## config.mk

```make
export PLATFORM = sky130hd
export DESIGN_NAME = cia_serial_subtractor
export DESIGN_NICKNAME = d
export VERILOG_FILES = /design/src/rtl/cia_pkg.sv /design/src/rtl/cia_inc_block4.sv /design/src/rtl/cia_serial_subtractor.sv
export SDC_FILE = /design/constraint.sdc
export NUM_CORES = 1
export LEC_CHECK = 0
export ABC_AREA = 1
export CORE_MARGIN = 8
export CORE_UTILIZATION = 40
export DETAILED_ROUTE_END_ITERATION = 12
export GPL_TIMING_DRIVEN = 1
export PLACE_DENSITY = 0.62
export SYNTH_ARGS = -nofsm -noshare
export SYNTH_HDL_FRONTEND = slang
export SYNTH_SLANG_ARGS = --single-unit
```

## constraint.sdc

```tcl
create_clock -name clk -period 6.7 [get_ports clk]
set_clock_uncertainty 0.15 [all_clocks]
set_input_delay 1.34 -clock clk [delete_from_list [all_inputs] [get_ports clk]]
set_output_delay 1.34 -clock clk [all_outputs]
set_load 0.05 [all_outputs]
```

## src/rtl/cia_pkg.sv

```systemverilog
// rtl/cia_pkg.sv - shared constants, FSM encoding and counter-width helper for the serial subtractor
package cia_pkg;

    localparam int BLK_W = 4;

    typedef enum logic [1:0] {
        IDLE = 2'd0,
        RUN  = 2'd1,
        DONE = 2'd2
    } state_e;

    // Width of a counter indexing n items; never narrower than one bit.
    function automatic int clog2(input int n);
        int r;
        int v;
        r = 0;
        v = n - 1;
        while (v > 0) begin
            r++;
            v = v >> 1;
        end
        if (r < 1) begin
            r = 1;
        end
        return r;
    endfunction

endpackage

```

## src/rtl/cia_inc_block4.sv

```systemverilog
// rtl/cia_inc_block4.sv - combinational 4-bit carry-increment block (ripple sum, then +cin increment)
module cia_inc_block4
    import cia_pkg::*;
(
    input  logic [BLK_W-1:0] x_i,
    input  logic [BLK_W-1:0] y_i,
    input  logic             cin_i,
    output logic [BLK_W-1:0] s_o,
    output logic             cout_o
);

    logic [BLK_W:0]   rc;
    logic [BLK_W:0]   ic;
    logic [BLK_W-1:0] r;

    // Sum assuming cin=0, then a half-adder chain adds cin; at most one chain can carry out.
    always_comb begin
        rc    = '0;
        ic    = '0;
        r     = '0;
        s_o   = '0;
        ic[0] = cin_i;
        for (int i = 0; i < BLK_W; i++) begin
            r[i]    = x_i[i] ^ y_i[i] ^ rc[i];
            rc[i+1] = (x_i[i] & y_i[i]) | (rc[i] & (x_i[i] ^ y_i[i]));
        end
        for (int i = 0; i < BLK_W; i++) begin
            s_o[i]  = r[i] ^ ic[i];
            ic[i+1] = r[i] & ic[i];
        end
        cout_o = rc[BLK_W] | ic[BLK_W];
    end

endmodule

```

## src/rtl/cia_serial_subtractor.sv

```systemverilog
// rtl/cia_serial_subtractor.sv - multi-cycle a - b - bin using one shared 4-bit carry-increment block
// Optional signed-overflow output enabled by defining CIA_SUB_OVF_EN.
module cia_serial_subtractor
    import cia_pkg::*;
#(
    parameter int WIDTH = 16
) (
    input  logic             clk,
    input  logic             rst,
    input  logic             in_valid,
    output logic             in_ready,
    input  logic [WIDTH-1:0] a,
    input  logic [WIDTH-1:0] b,
    input  logic             bin,
    output logic             out_valid,
    input  logic             out_ready,
    output logic [WIDTH-1:0] diff,
    output logic             bout
`ifdef CIA_SUB_OVF_EN
    ,
    output logic             ovf
`endif
);

    localparam int NBLK = WIDTH / BLK_W;
    localparam int CW   = clog2(NBLK);
    localparam logic [CW-1:0] LAST = CW'(NBLK - 1);

    state_e           state_q, state_d;
    logic [WIDTH-1:0] a_q, a_d;
    logic [WIDTH-1:0] nb_q, nb_d;
    logic [WIDTH-1:0] diff_q, diff_d;
    logic             carry_q, carry_d;
    logic             bout_q, bout_d;
    logic [CW-1:0]    cnt_q, cnt_d;
`ifdef CIA_SUB_OVF_EN
    logic             ovf_q, ovf_d;
`endif

    logic [BLK_W-1:0] blk_x, blk_y, blk_s;
    logic             blk_cout;

    assign blk_x = a_q[cnt_q*BLK_W +: BLK_W];
    assign blk_y = nb_q[cnt_q*BLK_W +: BLK_W];

    cia_inc_block4 u_blk (
        .x_i    (blk_x),
        .y_i    (blk_y),
        .cin_i  (carry_q),
        .s_o    (blk_s),
        .cout_o (blk_cout)
    );

    always_comb begin
        state_d = state_q;
        a_d     = a_q;
        nb_d    = nb_q;
        diff_d  = diff_q;
        carry_d = carry_q;
        bout_d  = bout_q;
        cnt_d   = cnt_q;
`ifdef CIA_SUB_OVF_EN
        ovf_d   = ovf_q;
`endif
        case (state_q)
            IDLE: begin
                if (in_valid) begin
                    state_d = RUN;
                    a_d     = a;
                    nb_d    = ~b;
                    carry_d = ~bin;
                    diff_d  = '0;
                    cnt_d   = '0;
                end
            end
            RUN: begin
                diff_d[cnt_q*BLK_W +: BLK_W] = blk_s;
                carry_d = blk_cout;
                cnt_d   = cnt_q + 1'b1;
                if (cnt_q == LAST) begin
                    state_d = DONE;
                    bout_d  = ~blk_cout;
`ifdef CIA_SUB_OVF_EN
                    // Subtrahend MSB is recovered from its stored complement.
                    ovf_d = (a_q[WIDTH-1] ^ ~nb_q[WIDTH-1]) & (a_q[WIDTH-1] ^ blk_s[BLK_W-1]);
`endif
                end
            end
            DONE: begin
                if (out_ready) begin
                    state_d = IDLE;
                end
            end
            default: begin
                state_d = IDLE;
            end
        endcase
    end

    always_ff @(posedge clk) begin
        if (rst) begin
            state_q <= IDLE;
            a_q     <= '0;
            nb_q    <= '0;
            diff_q  <= '0;
            carry_q <= 1'b0;
            bout_q  <= 1'b0;
            cnt_q   <= '0;
`ifdef CIA_SUB_OVF_EN
            ovf_q   <= 1'b0;
`endif
        end else begin
            state_q <= state_d;
            a_q     <= a_d;
            nb_q    <= nb_d;
            diff_q  <= diff_d;
            carry_q <= carry_d;
            bout_q  <= bout_d;
            cnt_q   <= cnt_d;
`ifdef CIA_SUB_OVF_EN
            ovf_q   <= ovf_d;
`endif
        end
    end

    assign in_ready  = (state_q == IDLE);
    assign out_valid = (state_q == DONE);
    assign diff      = diff_q;
    assign bout      = bout_q;
`ifdef CIA_SUB_OVF_EN
    assign ovf       = ovf_q;
`endif

endmodule

```

==> results.md <==
* Total CTS buffers at 5
* CP Launch Type: flip-flop
* Avg WL per Cell at about 12 um
* Compound-cell area share of the yosys netlist at between 10 and 15%
* Rows at 29
* Largest area contributor in the netlist: dfxtp_1
* Worst-Margin Slew at between 0.9 and 1 ns
* P&R area growth vs syn at 24.3%
* Largest net degree at the start of global routing at 45
* Layout cell share with drive strength beyond 1 at under 10%
* Worst EP arrival at ~3.9 ns
* Yosys warnings at 0
* # diodes at 0
* P per Cell Area at 224 mW/mm^2
* RSZ-0062 raised after global routing: false
* CORE AREA at 0.00631 mm^2
* Max VDD drop at about 120 uV
* Clk pin slew, worst setup/hold paths at approximately 0.090 ns
* Required time of the critical path at 6.71 ns
* Vias in the first global route at approximately 2200
* Antenna Violating Nets Remaining at 0
* Register area share after synthesis at 41.9%
* Synth top area share at roughly two fifths
* Post-Syn Nets at slightly above 400
* Setup violations, final at 0
* Slew headroom at 38.3%
* GR Util All Layers at a little over an eighth
* Clock Latency Late Sink at 0.30 ns
* GR peak layer: met2
* First-pass GRT wire length at 10100 um
* Power after layout at around 0.7 mW
* Layout Nets at around 460
* Final Cycle Share at about three fifths
* Synthesized area at between 0.002 and 0.003 mm^2
* Distinct cells, synth at 19
* Total of max-cap violations at 0
* GRT Residual Overflow at 0
* Max Fclk at ~0.25 GHz
* Post-Synth Adder-Cell Area at under 10%
* CTS H-Tree Depth at 2
* Die height at 96.4 um
* Status: complete, no violations
* First-pass DRT Iterations at 5
* Worst Hold Class: reg -> reg
* Cells taking the most area after synthesis: dfxtp_1 (42%), nor2_1 (14%), nand2_1 (9.6%)
* Routed vias at about 2300
* Post-Syn Instances at between 300 and 400
* Placed cell areas at between 0.003 and 0.004 mm^2
* GP Congestion at roughly 0.78
* Post-synthesis sequential element count at 54
* Initial core utilization at ~41%
* Drc violations at 0
* Reg2reg path depth at 14
* CTS root buffer: clkbuf_8
* Antenna violations before repair at 0
* Post-Route Setup TNS at 0 ns
* Post-CTS Setup Repair Bufs at 0
* Chip Width at between 90 and 100 um
* Leakage power at about 1.4 nW
* Post-Synth Simple-Gate Area at 29.9%
* Synth Area in XOR/XNOR at 0%
* Vias/cell at 4.82
* Critical Path Sink Type: flip-flop
* Multiplexer share of the synthesized area at 0%
* CTS tree: yes
* CP max FO at 23
* Tmin final at 3.93 ns
* Count of pins over their slew limit at 0
* GR met2 Demand/Resource at 20.4%
* Final hold vios at 0
* Final Util at 50.8%
* Post-DP HPWL at 4370 um
* Post-Route WL at approximately 6000 um
* Critical path class: reg -> reg
* Fin area at approximately 0.0032 mm^2
* Ports at 56
* First-iteration detailed-routing DRC count at 135
* Post_cts resized at 0
* Met3 GRT Util at under 10%
* Max Buffers Root-to-Sink at 2
* WHS Path Cells at 2
* M1 GR Usage at about a fifth
* Die area at about 0.0093 mm^2
* Hold WS at between 0.3 and 0.4 ns
* Largest family of logic cells by synthesized area: simple AND/OR/NAND/NOR gates
* Count of hold-fix buffers inserted at cts at 0
* Port bufs at 55
* CTS Sinks at 54
* Syn_area_per_cell at slightly above 7 um^2
==> flip-flops by register name, indices dropped and copies added, names as in the netlist <==
register and flops:
nb_q 16, bout 1, carry_q 1, cnt_q 2
state_q 2, a_q 16, diff 16
==> cells in the final DEF (no fill, tap or decap) <==
cell / instances
clkinv_1: 2
nand3_1: 21
bufinv_16: 1
inv_2: 1
nand2_4: 1
nor2_1: 98
nand2_1: 66
o21ai_0: 36
fa_1: 3
a21oi_1: 23
clkbuf_1: 2
clkdlybuf4s50_1: 55
o22ai_1: 5
clkbuf_8: 5
nand3b_1: 4
nor2_4: 1
dfxtp_1: 54
inv_1: 21
ha_1: 10
==> per-layer routing <==
metal	wire (um)	part of all wire, %
met1	3040	51
met2	2560	43
met3	365	6.1
met4	47	0.78
met5	0	0
==> logic make-up (layout without fill, tap and decap cells) <==
logic type                 Yosys count  in the layout
and+or+nand+nor                    191            191
AOI/OAI and AO/OA                   64             64
DFF                                 54             54
buffers and inverters               42             87
adders and majority gates           13             13
==> where the power goes <==
part	total [mW]	internal, mW	switching [mW]
clock network	0.212	0.112	0.100
logic	0.149	0.0633	0.0852
registers	0.357	0.342	0.0149
total	0.718	0.517	0.200
==> cell usage after synthesis <==
| master | instances |
|---|---|
| nand3b_1 | 4 |
| buf_2 | 5 |
| nand3_1 | 21 |
| clkbuf_1 | 5 |
| ha_1 | 10 |
| inv_2 | 1 |
| o22ai_1 | 5 |
| nand2_4 | 1 |
| inv_1 | 21 |
| o21ai_0 | 36 |
| fa_1 | 3 |
| nor2_4 | 1 |
| nor2_1 | 98 |
| dfxtp_1 | 54 |
| buf_4 | 2 |
| a21oi_1 | 23 |
| buf_6 | 6 |
| clkinv_1 | 2 |
| nand2_1 | 66 |
==> per-stage QoR <==
stage | instances | worst slack, ns
6_report | 486 | 2.77
5_1_grt | 486 | 2.43
4_1_cts | 486 | 2.78
3_5_place_dp | 478 | 2.78
3_3_place_gp | 478 | 2.88
2_1_floorplan | 364 | 3.53
==> area by class of cell <==
cell class | count | area [um^2]
tap | 77 | 96.3
inverter | 24 | 90.1
multi-input combinational | 268 | 1280
fill | 677 | 3100
timing repair buffer | 55 | 551
clock buffer | 7 | 76.3
sequential | 54 | 1080
clock inverter | 1 | 30.0
==> worst max-delay path, cell delays in order, from the launching register on <==
cell     delay [ns]
dfxtp_1        0.74
inv_1          0.49
o21ai_0        0.27
o22ai_1        0.10
ha_1           0.20
fa_1           0.38
fa_1           0.36
inv_1          0.07
fa_1           0.40
inv_1          0.07
ha_1           0.24
nand2_1        0.10
nor2_1         0.06
nand2_1        0.10
a21oi_1        0.06
==> worst paths after layout <==
| kind | start | to | slack [ns] |
|---|---|---|---|
| max reg2reg | cnt_q[0]$_SDFFE_PP0P_ | diff[7]$_SDFFE_PP0P_ | 2.77 |
| min reg2reg | nb_q[3]$_SDFFE_PP0P_ | nb_q[3]$_SDFFE_PP0P_ | 0.31 |
| max | cnt_q[0]$_SDFFE_PP0P_ | diff[7]$_SDFFE_PP0P_ | 2.77 |
| min | nb_q[3]$_SDFFE_PP0P_ | nb_q[3]$_SDFFE_PP0P_ | 0.31 |
(Power assumes the default switching activity.)
==> edit 1 (same settings) <==
Take the reset off `a_q` and `nb_q` and load them in a clocked block of their own.
--- a/src/rtl/cia_serial_subtractor.sv
+++ b/src/rtl/cia_serial_subtractor.sv
@@ -102,4 +102,2 @@
             state_q <= IDLE;
-            a_q     <= '0;
-            nb_q    <= '0;
             diff_q  <= '0;
@@ -113,4 +111,2 @@
             state_q <= state_d;
-            a_q     <= a_d;
-            nb_q    <= nb_d;
             diff_q  <= diff_d;
@@ -123,2 +119,7 @@
         end
+    end
+
+    always_ff @(posedge clk) begin
+        a_q  <= a_d;
+        nb_q <= nb_d;
     end
Check against the original RTL: no difference found for any inputs over 10 cycles, from zero or initial values and one cycle with rst high; that may be too few to reach the edited logic, so the function may still have changed.
==> edit 1 against the original RTL <==
- clock power up 2%
- wire length shrank 15%
- power grew 1.0%
- sequential cell count stayed put
- die area fell by 3.5%
- largest cell class is now flip-flops and latches
- via count fell by 22%
- critical path type unchanged
- area after synthesis fell by 4.2%
- design area is 1.1% lower
- count of clock-buffer cells in the layout is 1 lower
- setup slack got worse by 160 ps
- synthesized cell count fell by 29%
- fmax decreased by 3.9%
==> edit 1: results <==
power:
  irDropWorstVdd_mv: 0.0974
  clkPwrFrac_pct: 29.8
  p_sw_share_pct: 25.9
  leakage_uw: 0.00127
  intPower_uw: 537
  pg_comb_uw: 127
drt:
  drt_wl_total_mm: 5.11
  drt-pass1-iter-count: 4
  wl_met2_mm: 2.23
  viasPerCell: 4.68
  drt-met1-wl_mm: 2.46
  met3_length_um: 358
  drtIter0Drc: 96
clock_network:
  clk_path_buf_depth: 2
  post-cts-setup-buffers: 0
  worstSkewPairLatency_ps: 310
place:
  dp_slack_ps: 2680
  routabilityCongestion: 0.854
  dpl_cell_area_sq_um: 3070
  dp_cells: 381
  port_buffers: 55
  hpwl_mm: 3.81
run_status:
  status: "completed"
logic_synthesis:
  synth_edf_count: 32
  yosys_warnings: 0
  yosysSeqAreaShare_pct: 56.7
  syn_nets: 310
  synth_common_cells: "nor2_1 (38), inv_1 (36), nand2_1 (34), edfxtp_1 (32), dfxtp_1 (22)"
  synth_cell_types: 22
  synthArstFlopShare_pct: 0
  yosys-top-cells-area: "edfxtp_1 (39%), dfxtp_1 (18%), nor2_1 (5.8%), inv_1 (5.5%), nand2_1 (5.2%)"
  syn_area_per_cell_sq_um: 9.51
  synth.largest_area_cell: "edfxtp_1"
grt:
  grtUsageMet1_pct: 15.2
  grt_pass1_wl_mm: 8.47
  track_usage_pct: 11.7
  grt_util_met2_pct: 18.1
  use_met3_pct: 3.73
  grt_max_degree: 34
  grt_pass1_vias: 1823
worst_hold_path:
  min_path_cells: 2
  hold_end: "diff[13]$_SDFFE_PP0P_"
  worstHoldStart: "diff[13]$_SDFFE_PP0P_"
layout:
  antenna_cells: 0
  final_cell_count_no_fill: 389
  fillers: 569
  ff_latch_area_sq_um: 1400
  drive_gt1_share_pct: 5.73
  nets: 363
timing:
  worst_slew_pin_slew_ps: 1190
  hold_slack_ps: 339
  fin_crit_sh_pct: 61.1
worst_setup_path:
  crit_end: "diff[7]$_SDFFE_PP0P_"
  cp_slowest_stage_delay_ps: 780
  timing_worst_setup_path_type: "reg2reg"
  r2r_setup_slack_ps: 2610
  critical_path_arrival_ps: 4110
[edit 1: changes by cell type after synthesis, moves of 5 or more]
| cell | unedited run | this run |
|---|---|---|
| buf_6 | 6 | 1 |
| dfxtp_1 | 54 | 22 |
| edfxtp_1 | 0 | 32 |
| inv_1 | 21 | 36 |
| nand2_1 | 66 | 34 |
| nand3_1 | 21 | 16 |
| nor2_1 | 98 | 38 |
| o21ai_0 | 36 | 18 |
[edit 1: cell type report]
class	count	area share (%)
flip-flops and latches	54	44.1
multi-input cells	158	27.6
repair buffers	55	17.3
inverters	39	4.61
well taps	75	2.96
clock buffers	6	2.29
clock inverters	2	1.06
[edit 1: kinds of logic after synthesis]
logic type	after synthesis	synth area share, %
and+or+nand+nor	102	18.9
DFF	54	56.7
buffers and inverters	48	7.94
AOI/OAI and AO/OA	43	9.00
adders and majority gates	13	7.49
==> edit 2 (same settings) <==
Without the edit above. The package constant `BLK_W` goes from 4 to 5.
--- a/src/rtl/cia_pkg.sv
+++ b/src/rtl/cia_pkg.sv
@@ -3,3 +3,3 @@
 
-    localparam int BLK_W = 4;
+    localparam int BLK_W = 5;
 
Function: changed (Yosys sat finds a counterexample within 4 cycles, from zero or initial values and one cycle with rst high).
==> edit 2 against the original RTL <==
- highest routed layer unchanged
- area after synthesis increased by 2.3%
- via count shrank 0.81%
- design area up 2.0%
- largest cell class unchanged
- wire length is 0.95% higher
- sequential cell count unchanged
- power rose by 3.7%
- non-clock buffer count did not move
- combinational power up 18%
- count of clock-buffer cells in the layout unchanged
- setup slack improved by 45 ps
==> edit 2: results <==
logic_synthesis:
  synth_fa_ha_area_share_pct: 7.77
  synth_cell_types: 22
  syn_nets: 421
  yosysSeqAreaShare_pct: 40.9
  synth-compound-area-share_pct: 12.0
  synth_common_cells: "nor2_1 (95), nand2_1 (68), dfxtp_1 (54), o21ai_0 (31), inv_1 (27)"
  yosys-top-cells-area: "dfxtp_1 (41%), nor2_1 (13%), nand2_1 (9.7%), o21ai_0 (5.9%), ha_1 (4.7%)"
drt:
  drt-pass1-iter-count: 4
  num_vias: 2323
  met3_length_um: 277
  drtIter0Drc: 94
  drt-met1-wl_mm: 3.08
  wl_met2_mm: 2.63
  wire_per_inst_um: 12.4
layout:
  nets: 464
  fillers: 645
  drive_gt1_share_pct: 3.86
power:
  seqPwrFrac_pct: 48.3
  p_sw_share_pct: 29.0
  leakage_uw: 0.00141
  combPwrFrac_pct: 23.6
grt:
  grtUsageMet1_pct: 17.0
  use_met3_pct: 3.06
  grt_pass1_wl_mm: 10.6
  grt_max_degree: 43
  track_usage_pct: 13.2
  grt_util_met2_pct: 21.1
clock_network:
  cts_root_buf: "clkbuf_8"
worst_setup_path:
  worst_r2r_endpoint: "diff[9]$_SDFFE_PP0P_"
  r2r_setup_slack_ps: 2810
  cp_slowest_stage_delay_ps: 720
  timing_worst_setup_path_type: "reg2reg"
  crit_path_top_delay_cell: "dfxtp_1"
  cp_max_fo: 21
  worst-r2r-cell-count: 15
worst_hold_path:
  hold_end: "nb_q[7]$_SDFFE_PP0P_"
  worstHoldStart: "nb_q[7]$_SDFFE_PP0P_"
place:
  routabilityCongestion: 0.866
  hpwl_mm: 4.60
run_status:
  status: "completed"
==> edit 2: per-stage QoR <==
| step | worst slack [ps] | total power, uW | instances | cell area, sq um | hold WS (ps) |
|---|---|---|---|---|---|
| 2_1_floorplan | 3320 | 490 | 370 | 2640 | 279 |
| 3_3_place_gp | 2960 | 543 | 483 | 3170 | 296 |
| 3_5_place_dp | 2830 | 544 | 483 | 3170 | 301 |
| 4_1_cts | 2820 | 754 | 491 | 3270 | 318 |
| 5_1_grt | 2430 | 795 | 491 | 3270 | 344 |
| 6_report | 2810 | 744 | 491 | 3270 | 318 |
==> edit 2: layout make-up <==
class | instances | area, sq um | share of cell area [%]
multi-input combinational | 267 | 1320 | 40.4
sequential | 54 | 1080 | 33.0
timing repair buffer | 55 | 551 | 16.8
inverter | 30 | 115 | 3.52
tap | 77 | 96.3 | 2.94
clock buffer | 7 | 76.3 | 2.33
clock inverter | 1 | 30.0 | 0.917
